==> src/rtl/riscv_imm_gen_pipe.sv <==
// RISC-V immediate generator behind a 2-entry skid buffer (head + skid register).
// Decodes I/S/B/U/J/SHAMT/ZIMM immediates and counts illegal-select beats.
module riscv_imm_gen_pipe #(
  parameter int XLEN  = 32,
  parameter int CNT_W = 8
) (
  input  logic             i_clk,
  input  logic             i_rst,
  input  logic [31:0]      i_instr,
  input  logic [2:0]       i_imm_src,
  input  logic             i_valid,
  output logic             o_ready,
  output logic [XLEN-1:0]  o_imm,
  output logic             o_err,
  output logic             o_valid,
  input  logic             i_ready,
  output logic [CNT_W-1:0] o_err_cnt
);

  typedef logic [XLEN-1:0] xlen_t;

  typedef enum logic [1:0] {
    EMPTY = 2'd0,
    ONE   = 2'd1,
    FULL  = 2'd2
  } state_t;

  localparam logic [2:0] SRC_I     = 3'd0;
  localparam logic [2:0] SRC_S     = 3'd1;
  localparam logic [2:0] SRC_B     = 3'd2;
  localparam logic [2:0] SRC_U     = 3'd3;
  localparam logic [2:0] SRC_J     = 3'd4;
  localparam logic [2:0] SRC_SHAMT = 3'd5;
  localparam logic [2:0] SRC_ZIMM  = 3'd6;

  state_t           state;
  logic             ready_q;
  xlen_t            head_imm;
  logic             head_err;
  xlen_t            skid_imm;
  logic             skid_err;
  logic [CNT_W-1:0] err_cnt;

  xlen_t      dec_imm;
  logic       dec_err;
  logic [5:0] shamt;
  logic       accept;
  logic       unused_opcode_bits;

  assign unused_opcode_bits = ^i_instr[6:0];
  assign accept = i_valid && ready_q;

  // RV64 shifts use a 6-bit shift amount; RV32 keeps bit 25 out of it.
  assign shamt = (XLEN == 64) ? i_instr[25:20] : {1'b0, i_instr[24:20]};

  // NOTE: every output of a combinational block gets a default first, so no path leaves it unassigned and infers a latch.
  always_comb begin
    dec_imm = '0;
    dec_err = 1'b0;
    case (i_imm_src)
      SRC_I:     dec_imm = xlen_t'($signed(i_instr[31:20]));
      SRC_S:     dec_imm = xlen_t'($signed({i_instr[31:25], i_instr[11:7]}));
      SRC_B:     dec_imm = xlen_t'($signed({i_instr[31], i_instr[7], i_instr[30:25],
                                            i_instr[11:8], 1'b0}));
      SRC_U:     dec_imm = xlen_t'($signed({i_instr[31:12], 12'b0}));
      SRC_J:     dec_imm = xlen_t'($signed({i_instr[31], i_instr[19:12], i_instr[20],
                                            i_instr[30:21], 1'b0}));
      SRC_SHAMT: dec_imm = xlen_t'(shamt);
      SRC_ZIMM:  dec_imm = xlen_t'(i_instr[19:15]);
      default:   dec_err = 1'b1;
    endcase
  end

  // NOTE: sequential state uses non-blocking assignments so every register samples pre-edge values.
  // NOTE: the data registers are reset too, so o_imm/o_err read zero during and right after reset.
  always_ff @(posedge i_clk or posedge i_rst) begin
    if (i_rst) begin
      state    <= EMPTY;
      ready_q  <= 1'b0;
      head_imm <= '0;
      head_err <= 1'b0;
      skid_imm <= '0;
      skid_err <= 1'b0;
      err_cnt  <= '0;
    end else begin
      if (accept && dec_err && !(&err_cnt))
        err_cnt <= err_cnt + 1'b1;

      // ready_q mirrors "next state is not FULL"; only the ONE->FULL branch and a stalled FULL clear it.
      ready_q <= 1'b1;
      case (state)
        EMPTY: begin
          if (accept) begin
            state    <= ONE;
            head_imm <= dec_imm;
            head_err <= dec_err;
          end
        end
        ONE: begin
          if (accept && !i_ready) begin
            state    <= FULL;
            skid_imm <= dec_imm;
            skid_err <= dec_err;
            ready_q  <= 1'b0;
          end else if (accept) begin
            head_imm <= dec_imm;
            head_err <= dec_err;
          end else if (i_ready) begin
            state <= EMPTY;
          end
        end
        FULL: begin
          if (i_ready) begin
            state    <= ONE;
            head_imm <= skid_imm;
            head_err <= skid_err;
          end else begin
            ready_q <= 1'b0;
          end
        end
        default: state <= EMPTY;
      endcase
    end
  end

  assign o_ready   = ready_q;
  assign o_valid   = (state != EMPTY);
  assign o_imm     = head_imm;
  assign o_err     = head_err;
  assign o_err_cnt = err_cnt;

endmodule

==> config.mk <==
export PLATFORM = sky130hd
export DESIGN_NAME = riscv_imm_gen_pipe
export DESIGN_NICKNAME = d
export VERILOG_FILES = /design/src/rtl/riscv_imm_gen_pipe.sv
export SDC_FILE = /design/constraint.sdc
export NUM_CORES = 1
export LEC_CHECK = 0
export ABC_CLOCK_PERIOD_IN_PS = 2900
export CAP_MARGIN = 15
export CORE_ASPECT_RATIO = 0.7
export CORE_UTILIZATION = 51
export DETAILED_ROUTE_END_ITERATION = 16
export GPL_TIMING_DRIVEN = 1
export PLACE_DENSITY = 0.78
export SLEW_MARGIN = 25
export SYNTH_ARGS = -nofsm -noshare
export SYNTH_HDL_FRONTEND = slang
export SYNTH_SLANG_ARGS = --single-unit
export TNS_END_PERCENT = 50
==> constraint.sdc <==
create_clock -name i_clk -period 2.9 [get_ports i_clk]
set_input_delay 0.725 -clock i_clk [delete_from_list [all_inputs] [get_ports i_clk]]
set_output_delay 0.725 -clock i_clk [all_outputs]
set_load 0.02 [all_outputs]
* Word level (Yosys, flattened, before mapping)
Index checks and enable logic that the tools add are counted.
** Storage, ports and cells
- Output and inout port bits :: 43
- Bits in registers :: 77
** Cells by class
- Eq/ne operators :: 13
- Reduce and logical (&&, ||, !) cells :: 15
- Muxes and demuxes :: 19
- Add/subtract/negate cells :: 1
** Operators with widths (count)
- $pmux W32 S7 :: 1
- $mux W32 :: 3
- $pmux W32 S3 :: 1
- $mux W2 :: 5
- $eq A3 B3 Y1 const B :: 3
- $add A8 B1 Y8 const B :: 1
- $reduce_and A8 Y1 :: 1
- $reduce_or A7 Y1 :: 1
- $eq A3 B2 Y1 const B :: 2
- $mux W1 :: 6
- $ne A2 B2 Y1 const B :: 3
- $ne A3 B3 Y1 const B :: 2
- $pmux W2 S3 :: 1
- $logic_and A1 B1 Y1 :: 4
- $reduce_and A4 Y1 :: 1
- $eq A3 B1 Y1 const B :: 1
- $logic_not A3 Y1 :: 1
- $pmux W1 S3 :: 1
- $reduce_and A3 Y1 :: 1
- $reduce_bool A3 Y1 :: 1
- $eq A2 B1 Y1 const B :: 1
- $eq A2 B2 Y1 const B :: 1
- $logic_not A1 Y1 :: 2
- $logic_not A2 Y1 :: 1
- other kinds (3) :: 3

* Logic depth before layout (Yosys ltp)
- Word-level depth :: 6
- Gate-level depth with buffers :: 8
- Depth with buffers taken out :: 6

* Least setup slack after synthesis
Ideal clock, no wire load.
- Path type :: in2reg
- From :: input i_imm_src[1]
- To :: register err_cnt[7], in the netlist o_err_cnt[7]
- Stages on the path :: 5
- Library setup time :: 125 ps
- Slack :: 1014 ps
- Buffers on the path :: 1
- Arrival time :: 1761 ps
- Cell sequence :: buf_4 -> nand3_4 -> or3_4 -> nor2_1 -> mux2_2
** On the way
- Word-level cells in the longest chain between the ends :: 5
- Elaborated cells on any way between the ends :: 11
- Classes of those cells :: 6 x eq/ne; 1 x mux; 4 x reduce/logical
** Ends and longest elaborated chain
- from (decl) :: RTL line 10 : input logic [2:0] i_imm_src,
- $eq A3 B3 Y1, or another cell as far along :: RTL line 60 : case (i_imm_src)
- $reduce_or A7 Y1 (no source line) (*)
- $mux W1 (*) :: RTL line 60
- $logic_and A1 B1 Y1 (*) (2 in series) :: RTL line 86 : if (accept && dec_err && !(&err_cnt))
- to (signal assigned) :: RTL line 87 : err_cnt <= err_cnt + 1'b1;
- to (decl) :: RTL line 42 : logic [CNT_W-1:0] err_cnt;
Every way passes the cells marked *; elsewhere a longest branch is shown, timed or not.
A chain may end at the register's enable or synchronous reset.

* Final worst setup path
- From :: register state[0]
- To :: output o_valid
** On the way
- Word-level cells in the longest chain between the ends :: 1
** Ends and longest elaborated chain
- from (decl) :: RTL line 36 : state_t state;
- from (signal assigned) :: RTL line 78 : state <= EMPTY;
- from (signal assigned) :: RTL line 94 : state <= ONE;
- from (signal assigned) :: RTL line 101 : state <= FULL;
- $reduce_bool A2 Y1 :: RTL line 127 : assign o_valid = (state != EMPTY);
- to (decl) :: RTL line 15 : output logic o_valid,
No other way between the ends.

==> results.sh <==
export IMPL_critPathMaxStageDelay_ns=0.61
export IMPL_ant_nets=0
export IMPL_drt_iter0_drc=278
export IMPL_peakVddDrop_uv=633
export IMPL_clock_path_buffers=2
export IMPL_overflow=0
export IMPL_dr_wl_met2_um=4610
export IMPL_h_tree_depth=3
export IMPL_ys_seq_area_share_pct=47.7
export IMPL_p_leak_nw=2.21
export IMPL_die_w_um=108
export IMPL_critPathCaptureType="output pin"
export IMPL_yosys_top_cells_count="dfrtp_1, nand2_1, o21ai_0, a21oi_1, inv_1"
export IMPL_drive_gt1_share_pct=11.9
export IMPL_grt_max_degree=78
export IMPL_r2r_setup_slack_ns=0.58
export IMPL_syn_nets=491
export IMPL_post_cts_resized=0
export IMPL_synthArstFlopShare_pct=100
export IMPL_nets=558
export IMPL_dieArea_um2=8290
export IMPL_synth_top_cell_by_area="dfrtp_1"
export IMPL_maxSlewHeadroom_pct=54.3
export IMPL_cp_arrival_ns=1.80
export IMPL_row_count=26
export IMPL_cts_setup_buffers=0
export IMPL_whs_ns=0.474
export IMPL_synthTopCellsByArea="dfrtp_1, o21ai_0, nand2_1"
export IMPL_setup_tns_ns=0
export IMPL_critPathMostFrequentCell="inv_1"
export IMPL_syn_inst=447
export IMPL_gp_congestion=0.891
export IMPL_post_route_period_util_pct=87.0
export IMPL_endpoint="o_valid"
export IMPL_cts_tree="done"
export IMPL_drv_slew=0
export IMPL_power_per_cell_area_nw_per_um2=978
export IMPL_cts_clk_slew_worst_paths_ns=0.06
export IMPL_worstSetupStartpoint="state[0]$_DFFE_PP0P_"
export IMPL_setup_viol=0
export IMPL_core_um2=7480
export IMPL_cts_sinks=77
export IMPL_synthesis_area_um2=4040
export IMPL_cp_max_fo=5
export IMPL_io_buffers=74
export IMPL_drtPass1Iterations=5
export IMPL_cts_hold_buf=0
export IMPL_dpl_cell_count=601
export IMPL_viasPerCell=5.78
export IMPL_start_util_pct=54.0
export IMPL_critPathTopFamily="buffers and inverters"
export IMPL_whs_path_depth=2
export IMPL_numCtsBuffers=9
export IMPL_synth_edf_count=0
export IMPL_cts_root_buf="clkbuf_16"
export IMPL_synth_top_area_share_pct=47.7
export IMPL_ys_flop_type="dfrtp_1"
export IMPL_die_h_um=76.5
export IMPL_gr_usage_all_layers_pct=26.6
export IMPL_period_needed_ns=2.52
export IMPL_cp_slowest_cell="clkdlybuf4s50_1"
export IMPL_rr_worst_depth=7
export IMPL_synth_cell_type_count=52
export IMPL_io_pins=82
export IMPL_fillerInstances=586
export IMPL_num_vias=3569
export IMPL_drt_met1_wl_um=4690
export IMPL_post_synth_top_count_cell="dfrtp_1"
export IMPL_fmax_mhz=396
export IMPL_wl_per_cell_um=16.8
export IMPL_met3_length_um=936
export IMPL_r2r_start="state[0]$_DFFE_PP0P_"
export IMPL_drt_wl_total_um=10300
export IMPL_antenna_found_initial=0
export IMPL_drc=0
export IMPL_hpwl_um=7150
export IMPL_clk_latency_ns=0.34
export IMPL_clock_skew_ns=0.00558
export IMPL_fin_area_um2=5170
export IMPL_topRoutingLayerUsed="met4"
export IMPL_run_status="completed"
export IMPL_grt_pass1_wl_um=17000
export IMPL_path_buf_inv=3
export IMPL_critical_path_startpoint_type="register"
export IMPL_syn_to_final_growth_pct=28.1
export IMPL_yosys_warnings=0
export IMPL_cp_depth=4
export IMPL_grt_pass1_vias=3359
export IMPL_final_hold_viol_count=0
export IMPL_drv_cap=0
export IMPL_num_antenna_cells=0
export IMPL_r2r_end="o_imm[27]$_DFFE_PP0P_"
export IMPL_hold_class="register to register"
export IMPL_tightest_slew_ns=0.685
export IMPL_worstPathCellList="inv_1 -> ha_1 -> inv_1 -> clkdlybuf4s50_1"
export IMPL_dpl_instance_area_um2=4860
export IMPL_ys_seq_elements=77
export IMPL_stdcell_count=617
export IMPL_syn_avg_cell_area_um2=9.04
export IMPL_cp_required_ns=2.17
export IMPL_worstSetupPathType="register to output pin"
export IMPL_grt_setup_unrepaired="no"
[worst reg2reg max path: stages, from the launching register on]
cell and delay, ns:
dfrtp_1 0.40, inv_1 0.11, ha_1 0.30, buf_4 0.25, inv_1 0.54, o21ai_2 0.30, a21oi_1 0.22, o21ai_1 0.09
[layout make-up]
cell class / instances / area, um^2 / area share [%]
clock buffers: 11 / 233 / 4.50
inverters: 21 / 78.8 / 1.52
multi-input cells: 315 / 1860 / 35.9
repair buffers: 90 / 873 / 16.9
clock inverters: 5 / 82.6 / 1.60
well taps: 98 / 123 / 2.37
flip-flops and latches: 77 / 1930 / 37.2
[flip-flops by register name, summed over array words and instances, names as in the netlist]
signal / count
o_imm: 32
skid_imm: 32
o_err_cnt: 8
state: 2
o_err: 1
o_ready: 1
skid_err: 1
[where the power goes]
group | internal (mW) | total [mW] | switching, mW
Clock | 0.757 | 1.20 | 0.445
Combinational | 0.893 | 2.07 | 1.18
Sequential | 1.52 | 1.79 | 0.268
[kinds of logic (layout without fill, tap and decap cells)]
group,Yosys count,count (layout),synth area share [%]
mux,8,8,2.07
compound gates,160,160,23.4
xor+xnor,5,5,1.08
simple gates,136,136,17.5
fa+ha+maj,6,6,1.83
flops,77,77,47.7
buf+inv,55,127,6.47
[worst min path at each step]
stage / slack [ns] / endpoint / start
global route: 0.49 / skid_imm[28]$_DFFE_PP0N_ / skid_imm[28]$_DFFE_PP0N_
finish: 0.47 / skid_imm[25]$_DFFE_PP0N_ / skid_imm[25]$_DFFE_PP0N_
floorplan: 0.44 / skid_imm[26]$_DFFE_PP0N_ / skid_imm[26]$_DFFE_PP0N_
global placement: 0.46 / skid_imm[30]$_DFFE_PP0N_ / skid_imm[30]$_DFFE_PP0N_
CTS: 0.48 / skid_imm[28]$_DFFE_PP0N_ / skid_imm[28]$_DFFE_PP0N_
detailed placement: 0.47 / skid_imm[28]$_DFFE_PP0N_ / skid_imm[28]$_DFFE_PP0N_
[metal layers]
metal	global-route usage, %	vias to the layer above
met3	7.01	12
met4	6.08	0
met2	39.6	150
met5	0	-
met1	38.8	1688
li1	-	1719
[layout by cell type (no fill, tap or decap), types with 4 or more instances in the layout]
master,count
o211ai_1,6
nand2b_1,9
inv_1,20
ha_1,5
o22ai_1,6
nor3b_2,7
a21oi_1,42
buf_4,15
a22o_1,5
o21ai_1,19
nand2_1,60
dfrtp_1,77
a31o_2,8
o21ai_0,54
nor2_1,14
clkdlybuf4s50_1,74
nor3_1,19
nand3_1,9
mux2i_1,5
clkbuf_16,9
a222oi_1,4
a31oi_1,4
[through the flow]
stage | setup slack [ns] | util, % | total power, mW
2_1_floorplan | 0.208 | - | 3.02
3_3_place_gp | 0.297 | 64.9 | 3.77
3_5_place_dp | 0.231 | 64.9 | 3.85
4_1_cts | 0.370 | 69.1 | 5.07
5_1_grt | 0.261 | 69.1 | 5.38
6_report | 0.376 | 69.1 | 5.06
Power figures use the tool's default switching activity.
